**config.mk**
```make
export PLATFORM = sky130hd
export DESIGN_NAME = mult_div_unit
export DESIGN_NICKNAME = d
export VERILOG_FILES = /design/src/rtl/mult_div_unit.sv
export SDC_FILE = /design/constraint.sdc
export NUM_CORES = 1
export LEC_CHECK = 0
export BUFFER_PORTS_ARGS = -buffer_cell sky130_fd_sc_hd__buf_2
export CAP_MARGIN = 20
export CORE_ASPECT_RATIO = 1.2
export CORE_MARGIN = 2
export CORE_UTILIZATION = 29
export CTS_CLUSTER_SIZE = 8
export DETAILED_ROUTE_END_ITERATION = 12
export PLACE_DENSITY = 0.47
export SKIP_CTS_REPAIR_TIMING = 1
export SLEW_MARGIN = 15
export SYNTH_ARGS = -nofsm -noshare
export SYNTH_HDL_FRONTEND = slang
export SYNTH_SLANG_ARGS = --single-unit
```
**constraint.sdc**
```tcl
create_clock -name clock -period 10.6 [get_ports clock]
set_clock_uncertainty 0.2 [all_clocks]
set_input_delay 2.12 -clock clock [delete_from_list [all_inputs] [get_ports clock]]
set_output_delay 2.12 -clock clock [all_outputs]
set_load 0.1 [all_outputs]
```
**src/rtl/mult_div_unit.sv**
```systemverilog
// Multicycle 32-bit multiply/divide unit: radix-2 Booth multiply and restoring divide, one bit per clock.
// Optional MDU_UNSIGNED_EN enables multu/divu semantics through is_unsigned.
module mult_div_unit (
    input  logic        clock,
    input  logic        reset,
    input  logic        start_mult,
    input  logic        start_div,
    input  logic        is_unsigned,
    input  logic [31:0] A,
    input  logic [31:0] B,
    output logic [31:0] HI,
    output logic [31:0] LO,
    output logic        busy,
    output logic        done,
    output logic        div_zero
);

    typedef enum logic [1:0] {IDLE, MULT, DIV, DONE} state_t;

    state_t      state_q, state_d;
    logic [5:0]  cnt_q, cnt_d;
    logic [33:0] acc_q, acc_d;
    logic [33:0] mcand_q, mcand_d;
    logic [31:0] mq_q, mq_d;
    logic        qm1_q, qm1_d;
    logic [31:0] rem_q, rem_d;
    logic [31:0] dvsr_q, dvsr_d;
    logic        quo_neg_q, quo_neg_d;
    logic        rem_neg_q, rem_neg_d;
    logic        uns_q, uns_d;
    logic [31:0] hi_q, hi_d;
    logic [31:0] lo_q, lo_d;
    logic        busy_q, busy_d;
    logic        done_q, done_d;
    logic        dz_q, dz_d;

    logic        start_uns;
    logic [33:0] booth_sum;
    logic [32:0] rem_shift;
    logic [32:0] rem_diff;
    logic [31:0] quo_next;
    logic [31:0] rem_next;
    logic [31:0] a_mag;
    logic [31:0] b_mag;

`ifdef MDU_UNSIGNED_EN
    assign start_uns = is_unsigned;
`else
    logic unused_is_unsigned;
    assign unused_is_unsigned = is_unsigned;
    assign start_uns = 1'b0;
`endif

    assign a_mag = (start_uns || !A[31]) ? A : -A;
    assign b_mag = (start_uns || !B[31]) ? B : -B;

    // Divisor <= 2^32-1 and remainder < divisor, so bit 32 of the difference is a reliable borrow.
    assign rem_shift = {rem_q, mq_q[31]};
    assign rem_diff  = rem_shift - {1'b0, dvsr_q};
    assign quo_next  = {mq_q[30:0], ~rem_diff[32]};
    assign rem_next  = rem_diff[32] ? rem_shift[31:0] : rem_diff[31:0];

    always_comb begin
        booth_sum = acc_q;
        case ({mq_q[0], qm1_q})
            2'b01:   booth_sum = acc_q + mcand_q;
            2'b10:   booth_sum = acc_q - mcand_q;
            default: booth_sum = acc_q;
        endcase
    end

    always_comb begin
        state_d   = state_q;
        cnt_d     = cnt_q;
        acc_d     = acc_q;
        mcand_d   = mcand_q;
        mq_d      = mq_q;
        qm1_d     = qm1_q;
        rem_d     = rem_q;
        dvsr_d    = dvsr_q;
        quo_neg_d = quo_neg_q;
        rem_neg_d = rem_neg_q;
        uns_d     = uns_q;
        hi_d      = hi_q;
        lo_d      = lo_q;
        dz_d      = dz_q;

        case (state_q)
            IDLE: begin
                if (start_mult) begin
                    mcand_d = start_uns ? {2'b00, A} : {{2{A[31]}}, A};
                    acc_d   = '0;
                    mq_d    = B;
                    qm1_d   = 1'b0;
                    cnt_d   = '0;
                    uns_d   = start_uns;
                    dz_d    = 1'b0;
                    state_d = MULT;
                end else if (start_div) begin
                    uns_d = start_uns;
                    if (B == 32'd0) begin
                        dz_d    = 1'b1;
                        state_d = DONE;
                    end else begin
                        dz_d      = 1'b0;
                        cnt_d     = '0;
                        rem_d     = '0;
                        mq_d      = a_mag;
                        dvsr_d    = b_mag;
                        quo_neg_d = !start_uns && (A[31] ^ B[31]);
                        rem_neg_d = !start_uns && A[31];
                        state_d   = DIV;
                    end
                end
            end
            MULT: begin
                acc_d = {booth_sum[33], booth_sum[33:1]};
                mq_d  = {booth_sum[0], mq_q[31:1]};
                qm1_d = mq_q[0];
                cnt_d = cnt_q + 6'd1;
                if (cnt_q == 6'd31) begin
                    // Booth treats the multiplier as signed; unsigned needs M*2^32 added back when its MSB was set.
                    hi_d    = acc_d[31:0] + ((uns_q && qm1_d) ? mcand_q[31:0] : 32'd0);
                    lo_d    = mq_d;
                    state_d = DONE;
                end
            end
            DIV: begin
                mq_d  = quo_next;
                rem_d = rem_next;
                cnt_d = cnt_q + 6'd1;
                if (cnt_q == 6'd31) begin
                    lo_d    = quo_neg_q ? -quo_next : quo_next;
                    hi_d    = rem_neg_q ? -rem_next : rem_next;
                    state_d = DONE;
                end
            end
            DONE: begin
                state_d = IDLE;
            end
            default: state_d = IDLE;
        endcase

        busy_d = (state_d == MULT) || (state_d == DIV);
        done_d = (state_d == DONE);
    end

    always_ff @(posedge clock or posedge reset) begin
        if (reset) begin
            state_q   <= IDLE;
            cnt_q     <= '0;
            acc_q     <= '0;
            mcand_q   <= '0;
            mq_q      <= '0;
            qm1_q     <= 1'b0;
            rem_q     <= '0;
            dvsr_q    <= '0;
            quo_neg_q <= 1'b0;
            rem_neg_q <= 1'b0;
            uns_q     <= 1'b0;
            hi_q      <= '0;
            lo_q      <= '0;
            busy_q    <= 1'b0;
            done_q    <= 1'b0;
            dz_q      <= 1'b0;
        end else begin
            state_q   <= state_d;
            cnt_q     <= cnt_d;
            acc_q     <= acc_d;
            mcand_q   <= mcand_d;
            mq_q      <= mq_d;
            qm1_q     <= qm1_d;
            rem_q     <= rem_d;
            dvsr_q    <= dvsr_d;
            quo_neg_q <= quo_neg_d;
            rem_neg_q <= rem_neg_d;
            uns_q     <= uns_d;
            hi_q      <= hi_d;
            lo_q      <= lo_d;
            busy_q    <= busy_d;
            done_q    <= done_d;
            dz_q      <= dz_d;
        end
    end

    assign HI       = hi_q;
    assign LO       = lo_q;
    assign busy     = busy_q;
    assign done     = done_q;
    assign div_zero = dz_q;

endmodule

```
* Word level (Yosys, flattened, before mapping)
Cells that the tools add are included.
Operators by class: add/sub/neg operators 9, reductions and logical operators 19, muxes and demuxes 39, bitwise gates (word level) 4, equal/unequal tests 17
Operators with widths (number):
- $mux 32 | 16
- $pmux 32 s2 | 3
- $pmux 34 s2 | 2
- $neg 32->32 | 4
- $pmux 32 s3 | 1
- $add 34x34->34 | 1
- $mux 34 | 1
- $sub 34x34->34 | 1
- $sub 33x32->33 | 1
- $add 32x32->32 | 1
- $logic_not 32->1 | 1
- $mux 6 | 3
- $ne 2x2->1 const B | 6
- $pmux 6 s2 | 1
- $eq 2x2->1 const B | 5
- $reduce_bool 2->1 | 5
- $reduce_and 3->1 | 3
- $reduce_and 4->1 | 2
- $mux 1 | 7
- $add 6x1->6 const B | 1
- $eq 2x1->1 const B | 3
- $eq 6x5->1 const B | 1
- $mux 2 | 3
- $ne 3x3->1 const B | 2
- 10 further kinds | 14
Storage, ports and cells: bits in registers 241, output and inout port bits 67

* Longest topological paths before layout
depth after elaboration 7, mapped depth 23, depth with buffers taken out 22

* Worst setup path before layout
OpenSTA, ideal clock, no wires.
path type input to register, start in B[3], end reg cnt_q[5], buffers on the path 1, setup slack 4834 ps, arrival time 5431 ps, setup time 135 ps, data required time 10265 ps, stages on the path 12, path through or4_4 > or4_1 > or3_1 > or4_4 > or3_4 > or4_4 > a21oi_1 > or2_2 > buf_2 > nor2_1 > mux2i_1 > o21ai_0
On the way: word-level cells in the longest chain between the ends 3
Ends and longest elaborated chain:
- start, declared | RTL line 10 | input logic [31:0] B,
- $logic_not 32->1 | RTL line 101 | if (B == 32'd0) begin
- $ne 3x3->1 (no source line)
- $reduce_and 3->1 (no source line)
- end signal, assigned | RTL line 168 | cnt_q <= cnt_d;
- end, declared | RTL line 21 | logic [5:0] cnt_q, cnt_d;
Every way passes these cells. A chain may end at the register's enable or synchronous reset.

* Final worst setup path
start reg mq_q[31], end reg hi_q[26], in the netlist HI[26]
On the way: word-level cells in the longest chain between the ends 6
Ends and longest elaborated chain:
- start, declared | RTL line 24 | logic [31:0] mq_q, mq_d;
- start signal, assigned | RTL line 171 | mq_q <= mq_d;
- $sub 33x32->33 | RTL line 59 | assign rem_diff = rem_shift - {1'b0, dvsr_q};
- $mux 32 * | RTL line 61 | assign rem_next = rem_diff[32] ? rem_shift[31:0] : rem_diff[31:0];
- $neg 32->32 | RTL line 134 | hi_d = rem_neg_q ? -rem_next : rem_next;
- $mux 32 * | RTL line 134
- $mux 32 * | RTL line 132 | if (cnt_q == 6'd31) begin
- $pmux 32 s2 * | RTL line 88 | case (state_q)
- end signal, assigned | RTL line 178 | hi_q <= hi_d;
- end, declared | RTL line 31 | logic [31:0] hi_q, hi_d;
Every way passes the cells marked *; elsewhere a longest branch is shown, timed or not. The select of a mux whose other input is x is not followed.

==> key figures <==
Status
  • Outcome: finished, final reports clean

Drt
  • Routed vias/inst: 5.51
  • Routed len/inst: 21.7 um
  • Post-Route WL: 68.6 mm
  • Post-route ant nets: 0
  • Drt drc: 0
  • Drt initial violations: 1140
  • 1st-pass router iterations: 5
  • Via count: 17.5k

Setup path
  • RR Startpoint: mq_q[31]
  • Worst-path maximum fanout: 28
  • Reg2reg path depth: 20
  • Crit path DAT: 6.92 ns
  • Critical path required time: 10.80 ns
  • FF-to-FF End: HI[26]
  • Flop-to-flop setup slack: 3.88 ns
  • Setup CP Type: register to register
  • Startpoint types: register
  • CP Capture Type: register

Yosys
  • Net count after synthesis: 2430
  • Synth Warn #: 0
  • Async SR Flop Fraction: 100%
  • Post-synth EDFFs: 0
  • Register area share after synthesis: 32.1%
  • Main combinational cell family by area after synthesis: compound AO/OA/AOI/OAI gates
  • Post-synthesis mux area share: 6.29%
  • Synth Area in XOR/XNOR: 7.99%
  • Post-Synth Simple-Gate Area: 17.6%
  • Compound-gate portion of the synthesized area: 25.7%
  • Syn_area_per_cell: 8.16 um^2
  • Adder-cell share of the synthesized area: 5.39%
  • Syn Std Cell Area: 18600 um^2
  • Synth cell types: 79
  • Mapped Cells: 2282
  • Main synth FF type: dfrtp_1
  • #FFs+latches synth: 239

Placed design
  • Area post-placement: 20000 um^2
  • Hpwl dp: 52.0 mm
  • Placer Congestion: 0.925
  • Buffers on Ports: 134
  • Total placed cells including tap cells: 3117
  • Pre-CTS WS: 3.74 ns

Cells and area
  • # fillers: 6695
  • Multi-input logic area: 11800 um^2
  • Seq. cell area: 5980 um^2
  • # nets final: 2480
  • Final instance area: 21000 um^2
  • Final Non-Filler Cells: 3167
  • P&R area growth vs syn: 12.8%
  • Layout cells sized above 1: 12.2%

Global routing
  • GR Overflow Total: 0
  • Largest net degree at the start of global routing: 131
  • Total GRT Usage: 20.2%
  • Number of global-route vias before repair: 17.1k
  • Initial antenna violation count: 11
  • First-pass GRT wire length: 104 mm

Die
  • Io pins: 136
  • Initial Util: 29.4%
  • Die ar.: 66300 um^2
  • FP Rows: 101
  • Die W: 235 um
  • Core area: 63400 um^2
  • Die height: 282 um

Flow run
  • Max-Cap Viols: 0

Timing
  • FMAX: 149 MHz
  • Worst slew pin tran: 1.13 ns
  • RSZ-0062 raised after global routing: no
  • Max-slew violation count: 0
  • Final worst setup slack: 3.88 ns
  • Final TNS setup: 0 ns
  • Final setup fails: 0
  • Final period util: 63.4%
  • Shortest period the worst path allows: 6.72 ns
  • Fin. Hold Viols: 0
  • Hold slack: 0.274 ns
  • Slew HR: 23.6%

Power
  • PD cells: 302 nW/um^2
  • Static Leakage: 8.92 nW
  • Max VDD drop: 0.133 mV

Clocking
  • Clock-pin slew on the worst setup and hold paths: 0.06 ns
  • Later-pin clock latency in the skew report: 0.55 ns
  • Clock root buffer: clkbuf_16
  • Inserted Clock Buffers: 36
  • H-tree lvl count: 2
  • Clock sinks: 239
  • CTS tree: done
  • Max clock buf depth: 3

Min path
  • Hold Startpoint: HI[7]
  • Hold depth: 2
  • Worst min-delay path class: register to register
  • Worst Hold End: HI[7]
## worst max-delay path, stage by stage, from the launching register on
cell,delay (ns)
dfrtp_1,0.60
inv_1,0.13
ha_1,0.25
fa_1,0.41
nand2b_1,0.23
a211o_1,0.33
a21boi_0,0.49
o211ai_1,0.21
a221oi_4,0.27
buf_4,0.31
inv_2,0.29
a21oi_1,0.32
ha_1,0.26
nand3_1,0.16
or4_1,0.65
nor3_1,0.21
a21oi_1,0.11
or3_1,0.46
o31ai_1,0.31
xnor2_1,0.22
o21ai_1,0.09
## routing by layer
metal	routed length [um]	GRT usage [%]	vias up	part of all wire, %
met5	66	0	-	0.096
met4	2690	8.57	12	3.9
met3	3130	2.56	119	4.6
met2	33300	35.4	503	49
met1	29300	25.1	8431	43
li1	-	-	8392	-
## cell usage in the layout (no fill, tap or decap), types with 42 or more instances in the layout
| cell type | netlist | routed |
|---|---|---|
| a211oi_1 | 42 | 42 |
| mux2i_1 | 53 | 53 |
| inv_1 | 88 | 87 |
| nand2_1 | 298 | 298 |
| xnor2_1 | 106 | 106 |
| dfrtp_1 | 239 | 239 |
| nor2_1 | 158 | 157 |
| buf_2 | 19 | 134 |
| ha_1 | 77 | 76 |
| xor2_1 | 64 | 64 |
| o31ai_1 | 79 | 79 |
| o21ai_0 | 232 | 231 |
| mux2_2 | 57 | 57 |
| a21oi_1 | 154 | 154 |
## final cells by class
| cell class | instances | area share [%] |
|---|---|---|
| Clock inverter | 2 | 0.101 |
| Sequential cell | 239 | 28.5 |
| Timing Repair Buffer | 158 | 4.11 |
| Antenna cell | 4 | 0.0476 |
| Tap cell | 824 | 4.91 |
| Inverter | 91 | 1.66 |
| Multi-Input combinational cell | 1806 | 56.1 |
| Clock buffer | 43 | 4.66 |
## power breakdown
part	leakage, nW	total, mW	internal, mW	switching, mW
combinational	5.30	3.82	1.42	2.41
sequential	3.13	1.45	1.16	0.295
clock	0.491	1.08	0.641	0.434
## worst max path at each step
| stage | startpoint | end | slack [ns] | cells after the start |
|---|---|---|---|---|
| 2_1_floorplan | reset | HI[0] | 1.72 | 1 |
| 3_3_place_gp | B[3] | rem_q[6] | 3.77 | 13 |
| 3_5_place_dp | B[3] | rem_q[22] | 3.74 | 13 |
| 4_1_cts | mq_q[31] | HI[26] | 3.96 | 20 |
| 5_1_grt | mq_q[31] | HI[26] | 3.48 | 21 |
| 6_report | mq_q[31] | HI[26] | 3.88 | 20 |
## registers in the layout, indices dropped and copies added, names as in the netlist
signal,count
rem_q,32
qm1_q,1
done,1
mq_q,32
LO,32
state_q,2
rem_neg_q,1
dvsr_q,32
mcand_q,32
acc_q,33
div_zero,1
quo_neg_q,1
busy,1
cnt_q,6
HI,32
## kinds of logic after synthesis
kind of cell / Yosys count
AO/OA/AOI/OAI: 746
AND/OR/NAND/NOR: 701
flip-flops: 239
buffers and inverters: 237
XOR/XNOR: 170
multiplexers: 110
adder cells (fa/ha/maj): 79
## Yosys cell counts, drive strengths merged (15+ instances only)
cell	count	area share (%)
nand4	17	0.57
a221oi	27	1.3
buf	27	0.69
nand2	298	6.0
o21ai	239	6.4
o31ai	79	3.2
nand3	30	0.81
dfrtp	239	32
xnor2	106	5.0
a21o	31	1.2
mux2	57	3.4
o41ai	18	0.85
inv	89	1.8
a21oi	155	4.2
or4	24	1.0
ha	77	5.2
nor4	23	0.77
nand2b	22	0.74
mux2i	53	2.8
nor2	158	3.2
clkbuf	119	2.4
a211oi	42	1.7
xor2	64	3.0
a22o	18	0.85
nor3	39	1.0
or3	21	0.73
a31oi	15	0.50
## metrics by stage
step,power [mW],util (%)
5_1_grt,6.85,33.1
3_3_place_gp,5.18,31.5
3_5_place_dp,5.25,31.5
6_report,6.35,33.1
4_1_cts,6.36,33.1
2_1_floorplan,4.18,-
Note: power is estimated with default switching activity, not from simulation.
